`config.mk`:
```
export PLATFORM = sky130hd
export DESIGN_NAME = if_fetch
export DESIGN_NICKNAME = d
export VERILOG_FILES = /design/src/rtl/if_fetch_pkg.sv /design/src/rtl/if_fetch.sv
export SDC_FILE = /design/constraint.sdc
export NUM_CORES = 1
export LEC_CHECK = 0
export ABC_CLOCK_PERIOD_IN_PS = 3800
export BUFFER_PORTS_ARGS = -buffer_cell sky130_fd_sc_hd__buf_2
export CAP_MARGIN = 15
export CORE_MARGIN = 2
export CORE_UTILIZATION = 55
export CTS_BUF_LIST = sky130_fd_sc_hd__clkbuf_2 sky130_fd_sc_hd__clkbuf_4 sky130_fd_sc_hd__clkbuf_8
export DETAILED_ROUTE_END_ITERATION = 8
export PLACE_DENSITY = 0.9
export SLEW_MARGIN = 20
export SYNTH_ARGS = -nofsm -noshare
export SYNTH_HDL_FRONTEND = slang
export SYNTH_SLANG_ARGS = --single-unit
export TNS_END_PERCENT = 30
```
`constraint.sdc`:
```
create_clock -name clk -period 3.8 [get_ports clk]
set_clock_uncertainty 0.2 [all_clocks]
set_input_delay 1.14 -clock clk [delete_from_list [all_inputs] [get_ports clk]]
set_output_delay 1.14 -clock clk [all_outputs]
set_load 0.02 [all_outputs]
```
`src/rtl/if_fetch_pkg.sv`:
```
// ============================================================================
// Module   : if_fetch_pkg
// Purpose  : Shared widths, constants and fetch-state encoding for if_fetch.
// Revision : 1.0 - initial release
// ============================================================================
`default_nettype none

package if_fetch_pkg;

  localparam int          INST_ADDR_W      = 32;
  localparam int          INST_W           = 32;
  localparam int          BYTE_W           = 8;
  localparam logic [31:0] ZERO_WORD        = 32'h0000_0000;
  localparam logic [31:0] RESET_PC_DEFAULT = 32'h0000_0000;
  localparam logic        RST_ENABLE       = 1'b1;
  localparam logic [2:0]  BYTES_PER_INST   = 3'd4;

  typedef enum logic [0:0] {
    ST_FETCH = 1'b0,
    ST_OUT   = 1'b1
  } fetch_state_e;

  // Little-endian lane insert: lane 0 holds the byte at the lowest address.
  function automatic logic [INST_W-1:0] insert_byte(
    input logic [INST_W-1:0] word,
    input logic [1:0]        lane,
    input logic [BYTE_W-1:0] data
  );
    logic [INST_W-1:0] res;
    res = word;
    case (lane)
      2'd0:    res[7:0]   = data;
      2'd1:    res[15:8]  = data;
      2'd2:    res[23:16] = data;
      default: res[31:24] = data;
    endcase
    return res;
  endfunction

endpackage

`default_nettype wire

```
`src/rtl/if_fetch.sv`:
```
// ============================================================================
// Module   : if_fetch
// Purpose  : Instruction fetch; four byte reads per instruction, valid/ready out.
// Revision : 1.0 - initial release
// ============================================================================
`default_nettype none

module if_fetch
  import if_fetch_pkg::*;
#(
  parameter logic [INST_ADDR_W-1:0] RESET_PC = RESET_PC_DEFAULT
) (
  input  logic                   clk,
  input  logic                   rst,
  input  logic                   branch_i,
  input  logic [INST_ADDR_W-1:0] branch_target_i,
  output logic                   mem_req_o,
  output logic [INST_ADDR_W-1:0] mem_addr_o,
  input  logic                   mem_gnt_i,
  input  logic [BYTE_W-1:0]      mem_rdata_i,
  output logic                   if_valid_o,
  input  logic                   if_ready_i,
  output logic [INST_ADDR_W-1:0] if_pc_o,
  output logic [INST_W-1:0]      if_inst_o
);

  fetch_state_e           r_state;
  fetch_state_e           w_state_next;
  logic [INST_ADDR_W-1:0] r_pc;
  logic [2:0]             r_issue_cnt;
  logic [2:0]             r_recv_cnt;
  logic                   r_pending;
  logic [INST_W-1:0]      r_inst_buf;
  logic                   r_if_valid;
  logic [INST_ADDR_W-1:0] r_if_pc;
  logic [INST_W-1:0]      r_if_inst;

  logic                   w_req;
  logic                   w_issue;
  logic                   w_transfer;
  logic                   w_last_byte;
  logic [INST_W-1:0]      w_buf_next;

  always_comb begin
    w_req        = 1'b0;
    w_issue      = 1'b0;
    w_transfer   = 1'b0;
    w_last_byte  = 1'b0;
    w_buf_next   = insert_byte(r_inst_buf, r_recv_cnt[1:0], mem_rdata_i);
    w_state_next = r_state;

    // A redirect suppresses the request so no byte of the old stream is issued.
    if ((rst != RST_ENABLE) && !branch_i && (r_state == ST_FETCH) &&
        (r_issue_cnt < BYTES_PER_INST)) begin
      w_req = 1'b1;
    end
    w_issue     = w_req & mem_gnt_i;
    w_transfer  = (r_state == ST_OUT) & r_if_valid & if_ready_i;
    w_last_byte = r_pending & (r_recv_cnt == 3'd3);

    if (branch_i) begin
      w_state_next = ST_FETCH;
    end else if (w_last_byte) begin
      w_state_next = ST_OUT;
    end else if (w_transfer) begin
      w_state_next = ST_FETCH;
    end
  end

  assign mem_req_o  = w_req;
  assign mem_addr_o = r_pc + {29'd0, r_issue_cnt};
  assign if_valid_o = r_if_valid;
  assign if_pc_o    = r_if_pc;
  assign if_inst_o  = r_if_inst;

  always_ff @(posedge clk) begin
    if (rst == RST_ENABLE) begin
      r_state     <= ST_FETCH;
      r_pc        <= RESET_PC;
      r_issue_cnt <= 3'd0;
      r_recv_cnt  <= 3'd0;
      r_pending   <= 1'b0;
      r_inst_buf  <= ZERO_WORD;
      r_if_valid  <= 1'b0;
      r_if_pc     <= ZERO_WORD;
      r_if_inst   <= ZERO_WORD;
    end else begin
      r_state <= w_state_next;
      if (branch_i) begin
        // Byte returning this cycle belongs to the abandoned stream; drop it.
        r_pc        <= branch_target_i;
        r_issue_cnt <= 3'd0;
        r_recv_cnt  <= 3'd0;
        r_pending   <= 1'b0;
        r_if_valid  <= 1'b0;
      end else begin
        r_pending <= w_issue;
        if (w_issue) begin
          r_issue_cnt <= r_issue_cnt + 3'd1;
        end
        if (r_pending) begin
          r_inst_buf <= w_buf_next;
          r_recv_cnt <= r_recv_cnt + 3'd1;
          if (w_last_byte) begin
            r_if_valid <= 1'b1;
            r_if_pc    <= r_pc;
            r_if_inst  <= w_buf_next;
          end
        end
        if (w_transfer) begin
          r_pc        <= r_pc + 32'd4;
          r_issue_cnt <= 3'd0;
          r_recv_cnt  <= 3'd0;
          r_if_valid  <= 1'b0;
        end
      end
    end
  end

endmodule

`default_nettype wire

```
# --- Word level (Yosys, flattened, before mapping) ---
# Cells that the tools add are included.
# Widths: inputs -> output; s select.
word_totals:
  regBits: 137
  input_bits: 45
  out_inout_bits: 98
  elab_cells: 46
op_classes:
  addsub: 4
  order_cmp: 1
  eq_ne: 3
  n_mux: 9
  n_bitwise: 7
  n_reduce_logical: 13
op_table:
  columns: ["cell", "count"]
  rows:
  - ["$mux 32", 2]
  - ["$add 32x3->32", 1]
  - ["$add 32x3->32 const B", 1]
  - ["$mux 8", 4]
  - ["$add 3x1->3 const B", 2]
  - ["$reduce_or 3->1", 2]
  - ["$and 1x1->1", 4]
  - ["$reduce_and 2->1", 2]
  - ["$reduce_bool 2->1", 2]
  - ["$eq 3x2->1 const B", 1]
  - ["$logic_and 1x1->1", 3]
  - ["$lt 3x3->1 const B", 1]
  - ["$mux 1", 3]
  - ["$not 1->1", 3]
  - ["$reduce_and 3->1", 1]
  - ["$eq 2x1->1 const B", 1]
  - ["$eq 2x2->1 const B", 1]
  - ["$logic_not 2->1", 1]
  - ["$reduce_or 2->1", 1]
  - ["$logic_not 1->1", 1]

# --- Logic depth before layout (Yosys ltp) ---
# Gate-level depths: netlist of the first run.
depth:
  ltp_word: 6
  mapped_depth: 8
  mapped_depth_nobuf: 6

# --- Worst setup path after synthesis of the first run ---
# Ideal clock, no wire load.
synth_path:
  path_kind: "in2out"
  startpoint: "in branch_i"
  endpoint: "out mem_req_o"
  arrival_ps: 2173
  required_time_ps: 2460
  setup_slack_ps: 287
  stages: 2
  path_buffers: 1
  path_cell_list: "clkbuf_1 nor4_1"
synth_between:
  elab_chain_cells: 5
synth_lines:
  columns: ["item", "line_no", "rtl"]
  rows:
  - ["start, declared", "if_fetch.sv:15", "input logic branch_i,"]
  - ["$logic_not 1->1", "if_fetch.sv:53", "if ((rst != RST_ENABLE) && !branch_i && (r_state == ST_FETCH) &&"]
  - ["$logic_and 1x1->1 (3 in series)", "if_fetch.sv:53", null]
  - ["$mux 1", "if_fetch.sv:53", null]
  - ["end, declared", "if_fetch.sv:17", "output logic mem_req_o,"]
# No other way between the ends.

# --- Final worst setup path of the first run ---
layout_path:
  startpoint: "reg r_pc[0]"
  endpoint: "out mem_addr_o[24]"
layout_between:
  elab_chain_cells: 1
layout_lines:
  columns: ["item", "line_no", "rtl"]
  rows:
  - ["start, declared", "if_fetch.sv:29", "logic [INST_ADDR_W-1:0] r_pc;"]
  - ["start signal, assigned", "if_fetch.sv:91", "r_pc <= branch_target_i;"]
  - ["start signal, assigned", "if_fetch.sv:111", "r_pc <= r_pc + 32'd4;"]
  - ["$add 32x3->32", "if_fetch.sv:71", "assign mem_addr_o = r_pc + {29'd0, r_issue_cnt};"]
  - ["end, declared", "if_fetch.sv:18", "output logic [INST_ADDR_W-1:0] mem_addr_o,"]
# No other way between the ends.

==> results of run 1 <==
## cells in the final DEF, fill, tap and decap left out, types with 5 or more instances in the layout
| cell type | instances |
|---|---|
| or4_1 | 6 |
| xnor2_1 | 30 |
| or3_1 | 5 |
| nand3_1 | 50 |
| a211oi_1 | 45 |
| inv_1 | 14 |
| nor3_1 | 9 |
| nor2_1 | 66 |
| xor2_1 | 12 |
| clkinvlp_4 | 5 |
| buf_4 | 29 |
| a311oi_1 | 9 |
| dfxtp_1 | 130 |
| a21oi_1 | 74 |
| ha_1 | 9 |
| mux2i_1 | 35 |
| nor4_1 | 7 |
| clkbuf_8 | 19 |
| dfxtp_2 | 7 |
| nand4_1 | 15 |
| buf_2 | 138 |
| and4_1 | 9 |
| o21ai_0 | 5 |
| nand2_1 | 128 |
## power by group
group / internal (mW) / leakage, nW / switching, mW
Combinational: 0.0909 / 1.71 / 0.143
Sequential: 1.46 / 1.11 / 0.0473
Clock: 0.773 / 0.212 / 0.566
Total: 2.33 / 3.03 / 0.757
## final timing paths
check | from | end | slack (ns) | cells after the start
worst max-delay path | r_pc[0] | mem_addr_o[24] | 0.08 | 9
worst min-delay path | if_pc_o[16] | if_pc_o[16] | 0.25 | 2
worst max register to register | r_pc[3] | r_pc[30] | 1.17 | 5
worst min register to register | if_pc_o[16] | if_pc_o[16] | 0.25 | 2
## synthesized netlist by cell type (12+ instances only)
library cell  count  area, µm²
nand3_1          50        250
dfxtp_1         137       2740
xor2_1           12        105
a21oi_1          75        375
nand4_1          15       93.8
inv_1            14       52.6
mux2i_1          35        350
xnor2_1          30        263
nand2_1         128        480
nor2_1           67        251
clkbuf_1         63        236
a211oi_1         45        338
## critical path, stage by stage, from the launching register on
cell     delay (ns)
dfxtp_2        0.33
ha_2           0.20
fa_2           0.43
a21oi_4        0.21
nor4_4         0.06
buf_4          0.17
buf_12         0.13
nand4_1        0.10
xnor2_1        0.12
buf_2          0.18
## cell families after synthesis
kind of cell    Yosys count  share of synthesized area [%]
compound gates          157                           15.7
xor+xnor                 42                           5.69
fa+ha+maj                12                           2.44
buf+inv                  95                           5.77
flops                   137                           42.4
mux                      36                           5.59
simple gates            312                           22.4
## state kept, by name (all words and copies together), names as in the netlist
register	count
r_pc	32
if_pc_o	32
r_pending	1
if_inst_o	32
r_issue_cnt	3
if_valid_o	1
r_state	1
r_inst_buf	32
r_recv_cnt	3
## stage by stage
| stage | worst slack (ns) | area [µm²] | power (mW) |
|---|---|---|---|
| 2_1_floorplan | 0.287 | 6460 | 1.69 |
| 3_3_place_gp | 0.113 | 7200 | 1.76 |
| 3_5_place_dp | 0.00900 | 7200 | 1.77 |
| 4_1_cts | 0.00735 | 7710 | 3.09 |
| 5_1_grt | -0.0169 | 7780 | 3.19 |
| 6_report | 0.0819 | 7780 | 3.08 |
## final cells by class
cell class                      count  area [µm²]
Multi-Input combinational cell    559        3420
Timing Repair Buffer              168         928
Clock buffer                       22         284
Sequential cell                   137        2750
Clock inverter                     10         166
Inverter                           14        52.6
Tap cell                          143         179
Fill cell                         897        3680
## metal layers
| metal | up-vias | part of all wire [%] | global-route usage [%] |
|---|---|---|---|
| met5 | - | 0 | 0 |
| met4 | 0 | 2.6 | 12.1 |
| met3 | 47 | 7.5 | 6.21 |
| met2 | 275 | 48 | 43.5 |
| met1 | 2860 | 42 | 35.7 |
| li1 | 2975 | - | - |
## timing repair
| action | 4_1_cts | 5_1_grt |
|---|---|---|
| setup buffers | 3 | 1 |
| hold buffers | 0 | 0 |
| pin swaps | 1 | 4 |
| gates resized for setup | 4 | 20 |
| setup endpoints to repair | 10 | 15 |
==> impl_metrics.env, run 1 <==
export IMPL_slew_violations=0
export IMPL_grt_start_max_net_pins=66
export IMPL_antenna_found_initial=0
export IMPL_yosysWarnings=0
export IMPL_crit_path_start_kind="flop"
export IMPL_clk_pin_slew_ns=0.07
export IMPL_ant_nets=0
export IMPL_grt_overflow=0
export IMPL_die_area_um2=12600
export IMPL_irDropWorstVdd_uv=370
export IMPL_syn_inst=791
export IMPL_initial_core_util_pct=56.4
export IMPL_row_count=39
export IMPL_arrival_ns=2.38
export IMPL_final_setup_tns_ns=0
export IMPL_wl_per_cell_um=16.4
export IMPL_grt_pass1_wl_um=27900
export IMPL_leakagePower_nw=3.03
export IMPL_diodes=0
export IMPL_area_growth_synth_to_final_pct=20.4
export IMPL_cts_tree="yes"
export IMPL_fp_dieW_um=112
export IMPL_clock_path_buffers=2
export IMPL_clock_fmax_ghz=0.269
export IMPL_syn_nets=848
export IMPL_async_flop_share_pct=0
export IMPL_via_count=6157
export IMPL_htreeDepth=4
export IMPL_totalWireLength_um=17300
export IMPL_crit_path_max_fanout=5
export IMPL_cts_sinks=137
export IMPL_nets=954
export IMPL_layout_cells_non_filler=1053
export IMPL_drive_above_1_share_pct=25.2
export IMPL_setup_viol_count_final=0
export IMPL_ys_ff_latch=137
export IMPL_tightest_slew_ns=0.782
export IMPL_drt_first_pass_iters=6
export IMPL_synth_ff_type="dfxtp_1"
export IMPL_routed_via_density=5.85
export IMPL_hold_viol=0
export IMPL_rsz0062_at_grt="true"
export IMPL_routabilityCongestion=0.943
export IMPL_placedCellCount=1017
export IMPL_clock_latency_ns=0.45
export IMPL_dp_hpwl_um=11700
export IMPL_powerDensity_nw_per_um2=396
export IMPL_grt_pass1_vias=5685
export IMPL_synth_seq_area_share_pct=42.4
export IMPL_yosysUniqueCellTypes=43
export IMPL_cts_made_buffers=17
export IMPL_cap_violations=0
export IMPL_critPathRequiredTime_ns=2.46
export IMPL_final_core_util_pct=67.9
export IMPL_drtIter0Drc=568
export IMPL_synth_edff_count=0
export IMPL_io_pins=143
export IMPL_synth_area_um2=6460
export IMPL_fin_crit_ns=3.72
export IMPL_port_buffers=142
export IMPL_die_h_um=112
export IMPL_run_status="completed"
export IMPL_hold_path_class="reg -> reg"
export IMPL_grt_usage_pct=27.3
export IMPL_critical_path_class="reg -> out"
export IMPL_clock_tree_root_cell="clkbuf_8"
export IMPL_drc=0
export IMPL_slew_headroom_pct=47.9
export IMPL_timing_hold_ws_ns=0.254
export IMPL_design_core_area_um2=11500
export IMPL_syn_area_per_cell_um2=8.17
export IMPL_critPathCaptureType="output port"
export IMPL_finalCritPeriodShare_pct=97.8
Power figures use the tool's default switching activity.
==> run 2: changes to the inputs <==
--- a/config.mk
+++ b/config.mk
@@ -13,6 +13,7 @@
 export CTS_BUF_LIST = sky130_fd_sc_hd__clkbuf_2 sky130_fd_sc_hd__clkbuf_4 sky130_fd_sc_hd__clkbuf_8
 export DETAILED_ROUTE_END_ITERATION = 8
 export PLACE_DENSITY = 0.9
+export REMOVE_ABC_BUFFERS = 1
 export SLEW_MARGIN = 20
 export SYNTH_ARGS = -nofsm -noshare
 export SYNTH_HDL_FRONTEND = slang
==> run 2 against run 1 <==
Against the previous run: sequential cell count unchanged; first-iteration DRC count grew 2.3%; sequential power is essentially flat; critical path depth fell by 2; final area decreased by 0.23%; worst hold slack worse by 0.00064 ns; wire length about the same; register-to-register slack hardly changed; non-clock buffer count up 1; count of clock-buffer cells in the layout decreased by 1; power shrank 2.2%; critical endpoint is now mem_addr_o[30].
==> impl_metrics.env, run 2 (synthesis gave the netlist of run 1 again) <==
export IMPL_p_sw_share_pct=25.3
export IMPL_irDropWorstVdd_uv=302
export IMPL_slew_headroom_pct=44.8
export IMPL_powerDensity_nw_per_um2=388
export IMPL_grt_usage_pct=27.5
export IMPL_slew_violations=0
export IMPL_ant_nets=0
export IMPL_clock_tree_root_cell="clkbuf_8"
export IMPL_totalWireLength_um=17300
export IMPL_fin_crit_ns=3.74
export IMPL_final_core_util_pct=67.7
export IMPL_clock_path_buffers=2
export IMPL_hold_viol=0
export IMPL_clock_fmax_ghz=0.267
export IMPL_layout_common_cells="buf_2 (140), dfxtp_1 (133), nand2_1 (128)"
export IMPL_leakagePower_nw=3.04
export IMPL_setup_viol_count_final=0
export IMPL_row_count=39
export IMPL_drtIter0Drc=581
export IMPL_arrival_ns=2.40
export IMPL_run_status="completed"
export IMPL_seqPwrFrac_pct=50.0
export IMPL_multi_input_area_um2=3450
export IMPL_switching_power_mw=0.763
export IMPL_grt_overflow=0
export IMPL_finalCritPeriodShare_pct=98.5
export IMPL_fp_dieW_um=112
export IMPL_routed_via_density=5.92
export IMPL_grt_start_max_net_pins=71
export IMPL_cap_violations=0
export IMPL_wl_per_cell_um=16.4
export IMPL_htreeDepth=4
export IMPL_diodes=0
export IMPL_cts_tree="yes"
export IMPL_nets=956
export IMPL_clock_power_share_pct=42.0
export IMPL_die_h_um=112
export IMPL_cts_sinks=137
export IMPL_via_count=6243
export IMPL_final_common_cell="buf_2"
export IMPL_drt_first_pass_iters=5
export IMPL_grt_pass1_wl_um=28400
export IMPL_pwr_share_comb_pct=7.9
export IMPL_wl_met2_um=7880
export IMPL_seqCellArea_um2=2750
export IMPL_drc=0
export IMPL_rsz0062_at_grt="true"
export IMPL_total_power_mw=3.01
export IMPL_design_core_area_um2=11500
export IMPL_die_area_um2=12600
export IMPL_clk_pin_slew_ns=0.07
export IMPL_clock_latency_ns=0.45
export IMPL_met1Wirelength_um=7380
export IMPL_initial_core_util_pct=56.4
export IMPL_cts_made_buffers=17
export IMPL_fill_cells=891
export IMPL_critPathRequiredTime_ns=2.46
export IMPL_ctsHoldBuffers=0
export IMPL_routabilityCongestion=0.856
export IMPL_critPathCaptureType="output port"
export IMPL_port_buffers=142
export IMPL_worst_path_buf_inv=1
export IMPL_tightest_slew_ns=0.828
export IMPL_dp_hpwl_um=11400
export IMPL_crit_path_max_fanout=5
export IMPL_slowest_delay_ns=0.39
export IMPL_crit_slowest_cell="nor4_4"
export IMPL_critical_path_class="reg -> out"
export IMPL_drive_above_1_share_pct=25.1
export IMPL_top_layer="met4"
export IMPL_route_met3_wl_um=1530
export IMPL_hold_path_class="reg -> reg"
export IMPL_critPathTopFamily="simple AND/OR/NAND/NOR gates"
export IMPL_crit_chain="ha_1 > fa_2 > a21oi_4 > nor4_4 > nor3b_2 > xor2_1 > buf_2"
export IMPL_area_growth_synth_to_final_pct=20.2
export IMPL_io_pins=143
export IMPL_crit_path_start_kind="flop"
export IMPL_antenna_found_initial=0
export IMPL_p_int_mw=2.25
export IMPL_grt_pass1_vias=5909
run 2: cell types whose count changed in the layout (fill, tap and decap cells not counted), sizes merged:
cell	delta
inv	-1
buf	+1
clkinvlp	-3
bufinv	-1
clkbuf	-1
nor4	+1
clkinv	+6
run 2: power groups by stage:
stage | logic [mW] | clock network [mW] | registers [mW]
after global routing | 0.257 | 1.35 | 1.51
final | 0.239 | 1.27 | 1.51
after global placement | 0.230 | 0 | 1.54
after floorplan | 0.115 | 0 | 1.53
after detailed placement | 0.232 | 0 | 1.54
after CTS | 0.235 | 1.28 | 1.50
run 2: per-layer routing:
layer / global-route usage [%] / vias up
met4: 11.9 / 0
met3: 6.91 / 49
met1: 36.5 / 2905
li1: - / 2990
met5: 0 / -
met2: 42.6 / 299
run 2: worst min-delay path: stages, from the launching register on:
cell	delay, ns
dfxtp_1	0.31
nand2_1	0.05
a21oi_1	0.05
run 2: cell type report:
class	count	area share, %
Sequential cell	137	35.4
Timing Repair Buffer	169	11.8
Clock inverter	11	1.88
Clock buffer	21	3.56
Multi-Input combinational cell	560	44.4
Inverter	14	0.677
Tap cell	143	2.30
run 2: final timing paths:
check / from / slack [ns] / endpoint / depth (start not counted)
max: r_issue_cnt[0] / 0.06 / mem_addr_o[30] / 7
min reg2reg: if_pc_o[21] / 0.25 / if_pc_o[21] / 2
min: if_pc_o[21] / 0.25 / if_pc_o[21] / 2
max reg2reg: r_pc[3] / 1.18 / r_pc[24] / 6
run 2: timing repair:
item / CTS / global route
setup buffers: 0 / 1
gates resized for setup: 4 / 14
cloned: 1 / 0
setup endpoints to repair: 10 / 16
hold endpoints to repair: 0 / 0
pin swaps: 1 / 2
run 2: metrics by stage:
stage	setup slack (ns)	area, µm²	hold slack, ns	setup TNS, ns	instances
6_report	0.0558	7770	0.253	0	1055
5_1_grt	-0.0554	7770	0.271	-0.0974	1055
4_1_cts	-0.0430	7700	0.255	-0.110	1054
3_5_place_dp	-0.0107	7230	0.244	-0.0107	1021
3_3_place_gp	-0.00884	7230	0.240	-0.00884	1021
2_1_floorplan	-0.982	6140	0.230	-61.36	710
